===== src/rtl/shift_deser_pkg.sv =====
// Shared types and constants for the serial-in/parallel-out receiver.
package shift_deser_pkg;

  typedef enum logic [0:0] {
    DESER_IDLE  = 1'b0,
    DESER_SHIFT = 1'b1
  } deser_state_t;

  localparam logic DIR_MSB_FIRST = 1'b0;
  localparam logic DIR_LSB_FIRST = 1'b1;

endpackage


===== src/rtl/frame_bit_counter.sv =====
// Frame bit counter: synchronous clear, increment, and terminal-count flag.
module frame_bit_counter #(
  parameter int FRAME_LEN = 8,
  parameter int CW        = $clog2(FRAME_LEN + 2)
) (
  input  logic clk,
  input  logic rst,
  input  logic clr,
  input  logic inc,
  output logic last
);

  logic [CW-1:0] count_r;

  // Count accepted frame bits; saturates at the final position instead of wrapping.
  always_ff @(posedge clk) begin
    if (rst) begin
      count_r <= '0;
    end else if (clr) begin
      count_r <= '0;
    end else if (inc && !last) begin
      count_r <= count_r + CW'(1);
    end else begin
      count_r <= count_r;
    end
  end

  assign last = (count_r == CW'(FRAME_LEN - 1));

endmodule


===== src/rtl/shift_deserializer.sv =====
// Serial-in, parallel-out receiver with valid/ready output and overrun flag.
// Define SHIFT_DESER_PARITY_EN to append one even-parity bit to each frame.
module shift_deserializer
  import shift_deser_pkg::*;
#(
  parameter int WIDTH = 8
) (
  input  logic             clk,
  input  logic             rst,
  input  logic             start,
  input  logic             dir,
  input  logic             bit_valid,
  input  logic             bit_in,
  output logic [WIDTH-1:0] data_out,
  output logic             out_valid,
  input  logic             out_ready,
  output logic             busy,
  output logic             overrun,
  output logic             parity_err
);

`ifdef SHIFT_DESER_PARITY_EN
  localparam int FRAME_LEN = WIDTH + 1;

  function automatic logic even_parity(input logic [WIDTH-1:0] v);
    return ^v;
  endfunction
`else
  localparam int FRAME_LEN = WIDTH;
`endif
  localparam int CW = $clog2(WIDTH + 2);

  deser_state_t     state_r;
  logic             dir_r;
  logic [WIDTH-1:0] shift_r;
  logic [WIDTH-1:0] data_r;
  logic             out_valid_r;
  logic             busy_r;
  logic             overrun_r;
  logic             parity_err_r;

  logic             frame_bit_s;
  logic             clr_s;
  logic             last_s;
  logic [WIDTH-1:0] shift_next_s;
  logic [WIDTH-1:0] word_s;
  logic             word_par_s;

  frame_bit_counter #(
    .FRAME_LEN (FRAME_LEN),
    .CW        (CW)
  ) u_counter (
    .clk  (clk),
    .rst  (rst),
    .clr  (clr_s),
    .inc  (frame_bit_s),
    .last (last_s)
  );

  // Bit acceptance, counter clear and the word candidate for completion.
  always_comb begin
    frame_bit_s  = (state_r == DESER_SHIFT) && bit_valid && !start;
    clr_s        = start || (frame_bit_s && last_s);
    shift_next_s = shift_r;
    if (dir_r == DIR_LSB_FIRST) begin
      shift_next_s = {bit_in, shift_r[WIDTH-1:1]};
    end else begin
      shift_next_s = {shift_r[WIDTH-2:0], bit_in};
    end
`ifdef SHIFT_DESER_PARITY_EN
    // The trailing bit is parity, so the data word is already complete.
    word_s     = shift_r;
    word_par_s = even_parity(shift_r) ^ bit_in;
`else
    word_s     = shift_next_s;
    word_par_s = 1'b0;
`endif
  end

  // Frame FSM, shift register and output holding register.
  always_ff @(posedge clk) begin
    if (rst) begin
      state_r      <= DESER_IDLE;
      dir_r        <= DIR_MSB_FIRST;
      shift_r      <= '0;
      data_r       <= '0;
      out_valid_r  <= 1'b0;
      busy_r       <= 1'b0;
      overrun_r    <= 1'b0;
      parity_err_r <= 1'b0;
    end else begin
      overrun_r <= 1'b0;
      if (out_valid_r && out_ready) begin
        out_valid_r <= 1'b0;
      end
      case (state_r)
        DESER_IDLE: begin
          if (start) begin
            state_r <= DESER_SHIFT;
            busy_r  <= 1'b1;
            shift_r <= '0;
            dir_r   <= dir;
          end
        end
        DESER_SHIFT: begin
          if (start) begin
            shift_r <= '0;
            dir_r   <= dir;
          end else if (bit_valid) begin
            shift_r <= shift_next_s;
            if (last_s) begin
              state_r <= DESER_IDLE;
              busy_r  <= 1'b0;
              if (!out_valid_r || out_ready) begin
                data_r       <= word_s;
                out_valid_r  <= 1'b1;
                parity_err_r <= word_par_s;
              end else begin
                overrun_r <= 1'b1;
              end
            end
          end
        end
        default: begin
          state_r <= DESER_IDLE;
          busy_r  <= 1'b0;
        end
      endcase
    end
  end

  assign data_out   = data_r;
  assign out_valid  = out_valid_r;
  assign busy       = busy_r;
  assign overrun    = overrun_r;
  assign parity_err = parity_err_r;

endmodule

===== config.mk =====
export PLATFORM = sky130hd
export DESIGN_NAME = shift_deserializer
export DESIGN_NICKNAME = d
export VERILOG_FILES = /design/src/rtl/shift_deser_pkg.sv /design/src/rtl/frame_bit_counter.sv /design/src/rtl/shift_deserializer.sv
export SDC_FILE = /design/constraint.sdc
export NUM_CORES = 1
export LEC_CHECK = 0
export BUFFER_PORTS_ARGS = -buffer_cell sky130_fd_sc_hd__buf_4
export CORE_ASPECT_RATIO = 1.25
export CORE_MARGIN = 1.5
export CORE_UTILIZATION = 50
export DETAILED_ROUTE_END_ITERATION = 16
export GPL_ROUTABILITY_DRIVEN = 1
export GPL_TIMING_DRIVEN = 0
export PLACE_DENSITY = 0.76
export RECOVER_POWER = 100
export SYNTH_ARGS = -nofsm -noshare
export SYNTH_HDL_FRONTEND = slang
export SYNTH_HIERARCHICAL = 1
export SYNTH_SLANG_ARGS = --single-unit
export TNS_END_PERCENT = 5

===== constraint.sdc =====
create_clock -name clk -period 1.8 [get_ports clk]
set_input_delay 0.36 -clock clk [delete_from_list [all_inputs] [get_ports clk]]
set_output_delay 0.36 -clock clk [all_outputs]
set_load 0.02 [all_outputs]

==> flow_metrics.tcl, run 1 <==
set metrics [dict create \
    status "finished clean" \
    cp-startpoint "u_counter/count_r[0]" \
    avgViaCountPerCell 5.69 \
    yosysSeqAreaShare_pct 45.1 \
    synth-xor-area-share_pct 0 \
    switchingPower_uw 209 \
    path_cells "ha_2 -> nand3b_4 -> inv_2 -> and4b_1 -> buf_6 -> and2_4 -> buf_6 -> a211oi_2" \
    start_util_pct 54.8 \
    syn_to_final_growth_pct 12.3 \
    postRouteAntennaNets 0 \
    overflow 0 \
    dieHeight_microns 55.7 \
    multiInputGateArea_sq_um 544 \
    combPwrFrac_pct 8.7 \
    htree_levels 1 \
    path_delay_family "simple AND/OR/NAND/NOR gates" \
    crit_path_max_fanout 10 \
    syn-num-nets 121 \
    synth_top_family_by_area "compound AO/OA/AOI/OAI gates" \
    min-delay-start "rst" \
    max_stage_delay_ns 0.40 \
    synth_compound_area_share_pct 22.7 \
    mostFrequentLayoutCells "dfxtp_1 (25), clkbuf_1 (16), nor2_1 (12), a21oi_1 (12), mux2i_1 (9)" \
    clock.fmax_mhz 597 \
    globalplace.congestion 0.752 \
    endpoint_kind "flop" \
    dr.pass1.iters 5 \
    rsz0062_at_grt "no" \
    r2r_start "u_counter/count_r[0]" \
    p_int_uw 682 \
    grt_pass1_wl_microns 3430 \
    diodes 0 \
    yosysUniqueCellTypes 32 \
    dp_hpwl_microns 1610 \
    slowest_stage "dfxtp_1" \
    sw_frac_of_total_pct 23.4 \
    fin_crit_sh_pct 93.1 \
    worstSkewPairLatency_ns 0.31 \
    crit_arrival_ns 1.86 \
    cts_hold_buffers 0 \
    drtIter0Drc 1 \
    core_sq_um 2030 \
    synthCells 113 \
    hp-class "primary input to flop" \
    finalSetupViolCount 0 \
    cts_root_buf "clkbuf_4" \
    route.detailed.drc 0 \
    final-hold-violation-count 0 \
    grt_usage_pct 17.6 \
    clk_pin_slew_ns 0.13 \
    fill_cells 176 \
    ys_warn_count 6 \
    cts_buffers 3 \
    ioPinCount 19 \
    finClkSkew_ns 0.00514 \
    finalCriticalPeriod_ns 1.68 \
    critPathBufInv 3 \
    path_common_cell "buf_6" \
    slew_viol_final 0 \
    cap_violations 0 \
    syn-cell-area_sq_um 1110 \
    synth_fa_ha_area_share_pct 1.13 \
    routedWlPerCell_microns 13.5 \
    crit_required_ns 1.98 \
    die-area_sq_um 2510 \
    worst_pin_slew_ns 0.597 \
    place_area_sq_um 1260 \
    fp-row-count 18 \
    worst_slew_margin_rel_pct 60.2 \
    clkSinkCount 25 \
    die_w_microns 45.1 \
    power_uw 891 \
    routed_wl_microns 2070 \
    clk_path_buf_depth 2 \
    timing.hold.ws_ns 0.223 \
    cts_tree "yes" \
    design_area_sq_um 1250 \
    fin_util_pct 61.5 \
    via_count 870 \
    antenna_found_initial 0 \
    ir_drop_mv 0.504 \
    nets 142 \
    grt_start_max_net_pins 19 \
    regArea_sq_um 500 \
    synth.area.mux_share_pct 8.12 \
    power_per_cell_area_nw_per_um2 715 \
    port_buffers 17 \
    share_clk_of_total_power_pct 27.3 \
    synth.avg_cell_area_sq_um 9.82 \
    fin_setup_tns_ns 0 \
    worstSetupPathType "flop to flop" \
    p_seq_share_pct 63.9 \
    grt_pass1_vias 805 \
    layout_commonest_cell "dfxtp_1" \
    cp-start-kind "flop" \
    layout-drive-gt1-share_pct 19.5 \
    synthSimpleGateAreaFrac_pct 16.6 \
    power.leakage_uw 0.000460 \
    ys_ff_latch 25 \
]
[repair_timing]
item / CTS / global route
pin swaps: 0 / 0
endpoints found under the setup margin: 1 / 2
setup buffers: 0 / 0
gates resized for setup: 0 / 2
[state kept, by name (all words and copies together), names as in the netlist]
signal,count
overrun,1
dir_r,1
u_counter/count_r,4
shift_r,8
busy,1
data_out,8
out_valid,1
state_r,1
[power by group through the flow]
stage	registers [uW]	logic [uW]	clock network, uW
finish	569	77.9	244
detailed placement	582	81.3	0
global route	571	86.4	277
global placement	581	79.5	0
floorplan	583	51.9	0
CTS	570	79.6	254
[final cells by class]
type,count,share of cell area [%]
Sequential cell,25,40.2
Buffer,8,4.22
Timing Repair Buffer,17,6.93
Tap cell,20,2.01
Inverter,3,0.904
Clock buffer,4,2.11
Multi-Input combinational cell,76,43.7
[cell families after synthesis]
logic type               after synthesis
AND/OR/NAND/NOR                       33
AO/OA/AOI/OAI                         32
flip-flops                            25
buffers and inverters                 12
multiplexers                           9
adder cells (fa/ha/maj)                1
other                                  1
[synth_stat cells]
library cell	count	share of area, %
and2_1	1	0.56
clkbuf_1	2	0.68
buf_6	2	2.0
buf_2	3	1.4
a21oi_1	12	5.4
mux2i_1	9	8.1
or3_1	2	1.1
a21boi_2	1	1.0
nand4_1	2	1.1
inv_1	2	0.68
inv_2	1	0.34
and2b_1	1	0.68
dfxtp_1	25	45
and2_4	1	0.79
a21boi_0	1	0.68
a211oi_2	8	9.0
nor2_1	12	4.1
nand2b_1	2	1.1
conb_1	1	0.34
ha_1	1	1.1
nand2_1	5	1.7
and4b_1	1	0.90
buf_1	1	0.34
buf_4	1	0.68
or2_1	1	0.56
nor3_1	2	0.90
o21ai_0	1	0.45
a211oi_1	8	5.4
nand4b_1	1	0.79
nand3b_4	1	1.8
o211ai_1	1	0.68
nand3_1	1	0.45
[layer usage]
| metal | vias up | part of all wire (%) | track usage [%] |
|---|---|---|---|
| li1 | 441 | - | - |
| met1 | 414 | 43 | 20.9 |
| met2 | 11 | 53 | 30.0 |
| met3 | 4 | 2.2 | 2.92 |
| met4 | 0 | 1.4 | 7.56 |
| met5 | - | 0 | 0 |
[path summary, 6_finish.rpt]
kind,end,slack [ns],cells past startpoint
worst max register to register,data_out[4],0.12,8
worst min register to register,u_counter/count_r[3],0.50,2
worst max-delay path,data_out[4],0.12,8
worst min-delay path,data_out[0],0.22,2
[metrics by stage]
stage,cells,setup slack [ns]
after floorplan,113,0.158
after global placement,150,-0.0932
after detailed placement,150,-0.115
after CTS,153,0.0848
after global routing,153,0.00110
final,153,0.125
Note: power is estimated with default switching activity, not from simulation.
==> inputs of run 2 (changes only) <==
==> constraint.sdc (replaced) <==
create_clock -name clk -period 1.62 [get_ports clk]
set_input_delay 0.324 -clock clk [delete_from_list [all_inputs] [get_ports clk]]
set_output_delay 0.324 -clock clk [all_outputs]
set_load 0.02 [all_outputs]
==> run 2 against run 1 <==
Global-route usage increased by 0.84 points; critical path depth did not move; wire length is 5.7% higher.
==> flow_metrics.tcl, run 2 (synthesized netlist as in run 1, its figures left out) <==
set metrics [dict create \
    status "finished clean" \
    worstSkewPairLatency_ns 0.32 \
    nets 142 \
    grt_start_max_net_pins 19 \
    busiest_layer "met2" \
    final-hold-violation-count 0 \
    postRouteAntennaNets 0 \
    grt_pass1_vias 791 \
    clkSinkCount 25 \
    power_uw 999 \
    clk_pin_slew_ns 0.13 \
    die-area_sq_um 2510 \
    start_util_pct 54.8 \
    clk_path_buf_depth 2 \
    crit_required_ns 1.87 \
    dp_hpwl_microns 1680 \
    cts_buffers 3 \
    crit_arrival_ns 1.81 \
    cp.depth 8 \
    max_stage_delay_ns 0.38 \
    dieHeight_microns 55.7 \
    drtIter0Drc 9 \
    fin_util_pct 64.7 \
    via_count 880 \
    reg2reg_depth 8 \
    power_per_cell_area_nw_per_um2 762 \
    ioPinCount 19 \
    routed_wl_microns 2180 \
    cts_tree "yes" \
    cts_root_buf "clkbuf_4" \
    whs_path_depth 2 \
    crit_path_max_fanout 10 \
    slew_viol_final 0 \
    overflow 0 \
    fp-row-count 18 \
    power.leakage_uw 0.000505 \
    dr.pass1.iters 4 \
    antenna_found_initial 0 \
    path_cells "ha_4 -> nand3b_4 -> inv_4 -> and4b_1 -> buf_6 -> and2_4 -> buf_8 -> a211oi_2" \
    place_area_sq_um 1260 \
    cts_setup_buffers 0 \
    met2_usage_pct 29.4 \
    routedWlPerCell_microns 14.3 \
    layout_commonest_cell "dfxtp_1" \
    design_area_sq_um 1310 \
    use_met1_pct 22.9 \
    met3_usage_pct 2.27 \
    ir_drop_mv 0.539 \
    timing.hold.ws_ns 0.175 \
    fin_crit_sh_pct 96.8 \
    syn_to_final_growth_pct 18.2 \
    worst_pin_slew_ns 0.605 \
    htree_levels 1 \
    worst_slew_margin_rel_pct 59.6 \
    globalplace.congestion 0.785 \
    port_buffers 17 \
    diodes 0 \
    avgViaCountPerCell 5.75 \
    die_w_microns 45.1 \
    endpoint_kind "flop" \
    cts_hold_buffers 0 \
    grt_pass1_wl_microns 3510 \
    mostFrequentLayoutCells "dfxtp_1 (22), buf_4 (17), nor2_1 (12), a21oi_1 (12), mux2i_1 (9)" \
    finalCriticalPeriod_ns 1.57 \
    clock.fmax_mhz 637 \
    hp-class "primary input to flop" \
    route.detailed.drc 0 \
    cp-start-kind "flop" \
    finalSetupViolCount 0 \
    layout-drive-gt1-share_pct 30.1 \
    slowest_stage "dfxtp_4" \
    worstSetupPathType "flop to flop" \
    fill_cells 171 \
    core_sq_um 2030 \
    grt_usage_pct 18.5 \
    cap_violations 0 \
    critPathBufInv 3 \
    finClkSkew_ns 0.00234 \
    path_delay_family "simple AND/OR/NAND/NOR gates" \
]
## run 2: cell count changes in the layout (fill, tap and decap cells not counted), sizes merged
cell,change
buf,+12
clkbuf,-12
## run 2: path summary, 6_finish.rpt
path                             start              endpoint  slack, ns
setup / recovery  u_counter/count_r[0]           data_out[7]       0.05
setup reg to reg  u_counter/count_r[0]           data_out[7]       0.05
hold reg to reg   u_counter/count_r[3]  u_counter/count_r[3]       0.50
hold / removal                     rst           data_out[0]       0.17
## run 2: what timing repair did
item                       CTS  global route
pin swaps                    0             3
gates resized for setup      5             5
setup endpoints to repair    9             9
gates cloned                 0             0
## run 2: worst reg2reg max path: stages, from the launching register on
cell and delay, ns:
dfxtp_4 0.38, ha_4 0.17, nand3b_4 0.09, inv_4 0.05
and4b_1 0.19, buf_6 0.14, and2_4 0.16, buf_8 0.14
a211oi_2 0.18
## run 2: area by class of cell
type                    instances  area [sq um]  area share (%)
flip-flops and latches         25           507            38.6
repair buffers                 17           124            9.45
clock buffers                   4          26.3            2.00
multi-input cells              76           556            42.4
well taps                      20          25.0            1.91
inverters                       3          13.8            1.05
plain buffers                   8          60.1            4.58
## run 2: power breakdown
part           internal [uW]  switching, uW
combinational           38.5           52.1
sequential               625           7.58
clock                   96.4            180
total                    760            239
## run 2: per-layer routing
layer / vias to the layer above / wire [microns]
met3: 7 / 60
met5: - / 0
met2: 13 / 1130
met4: 0 / 61
met1: 417 / 928
li1: 443 / -
## run 2: per-stage QoR
stage	setup TNS [ns]	instances	setup WS [ns]
finish	0	153	0.0513
global route	-0.0212	153	-0.00753
CTS	-0.00657	153	-0.00657
detailed placement	-0.605	150	-0.222
global placement	-0.429	150	-0.192
floorplan	0	113	0.0173
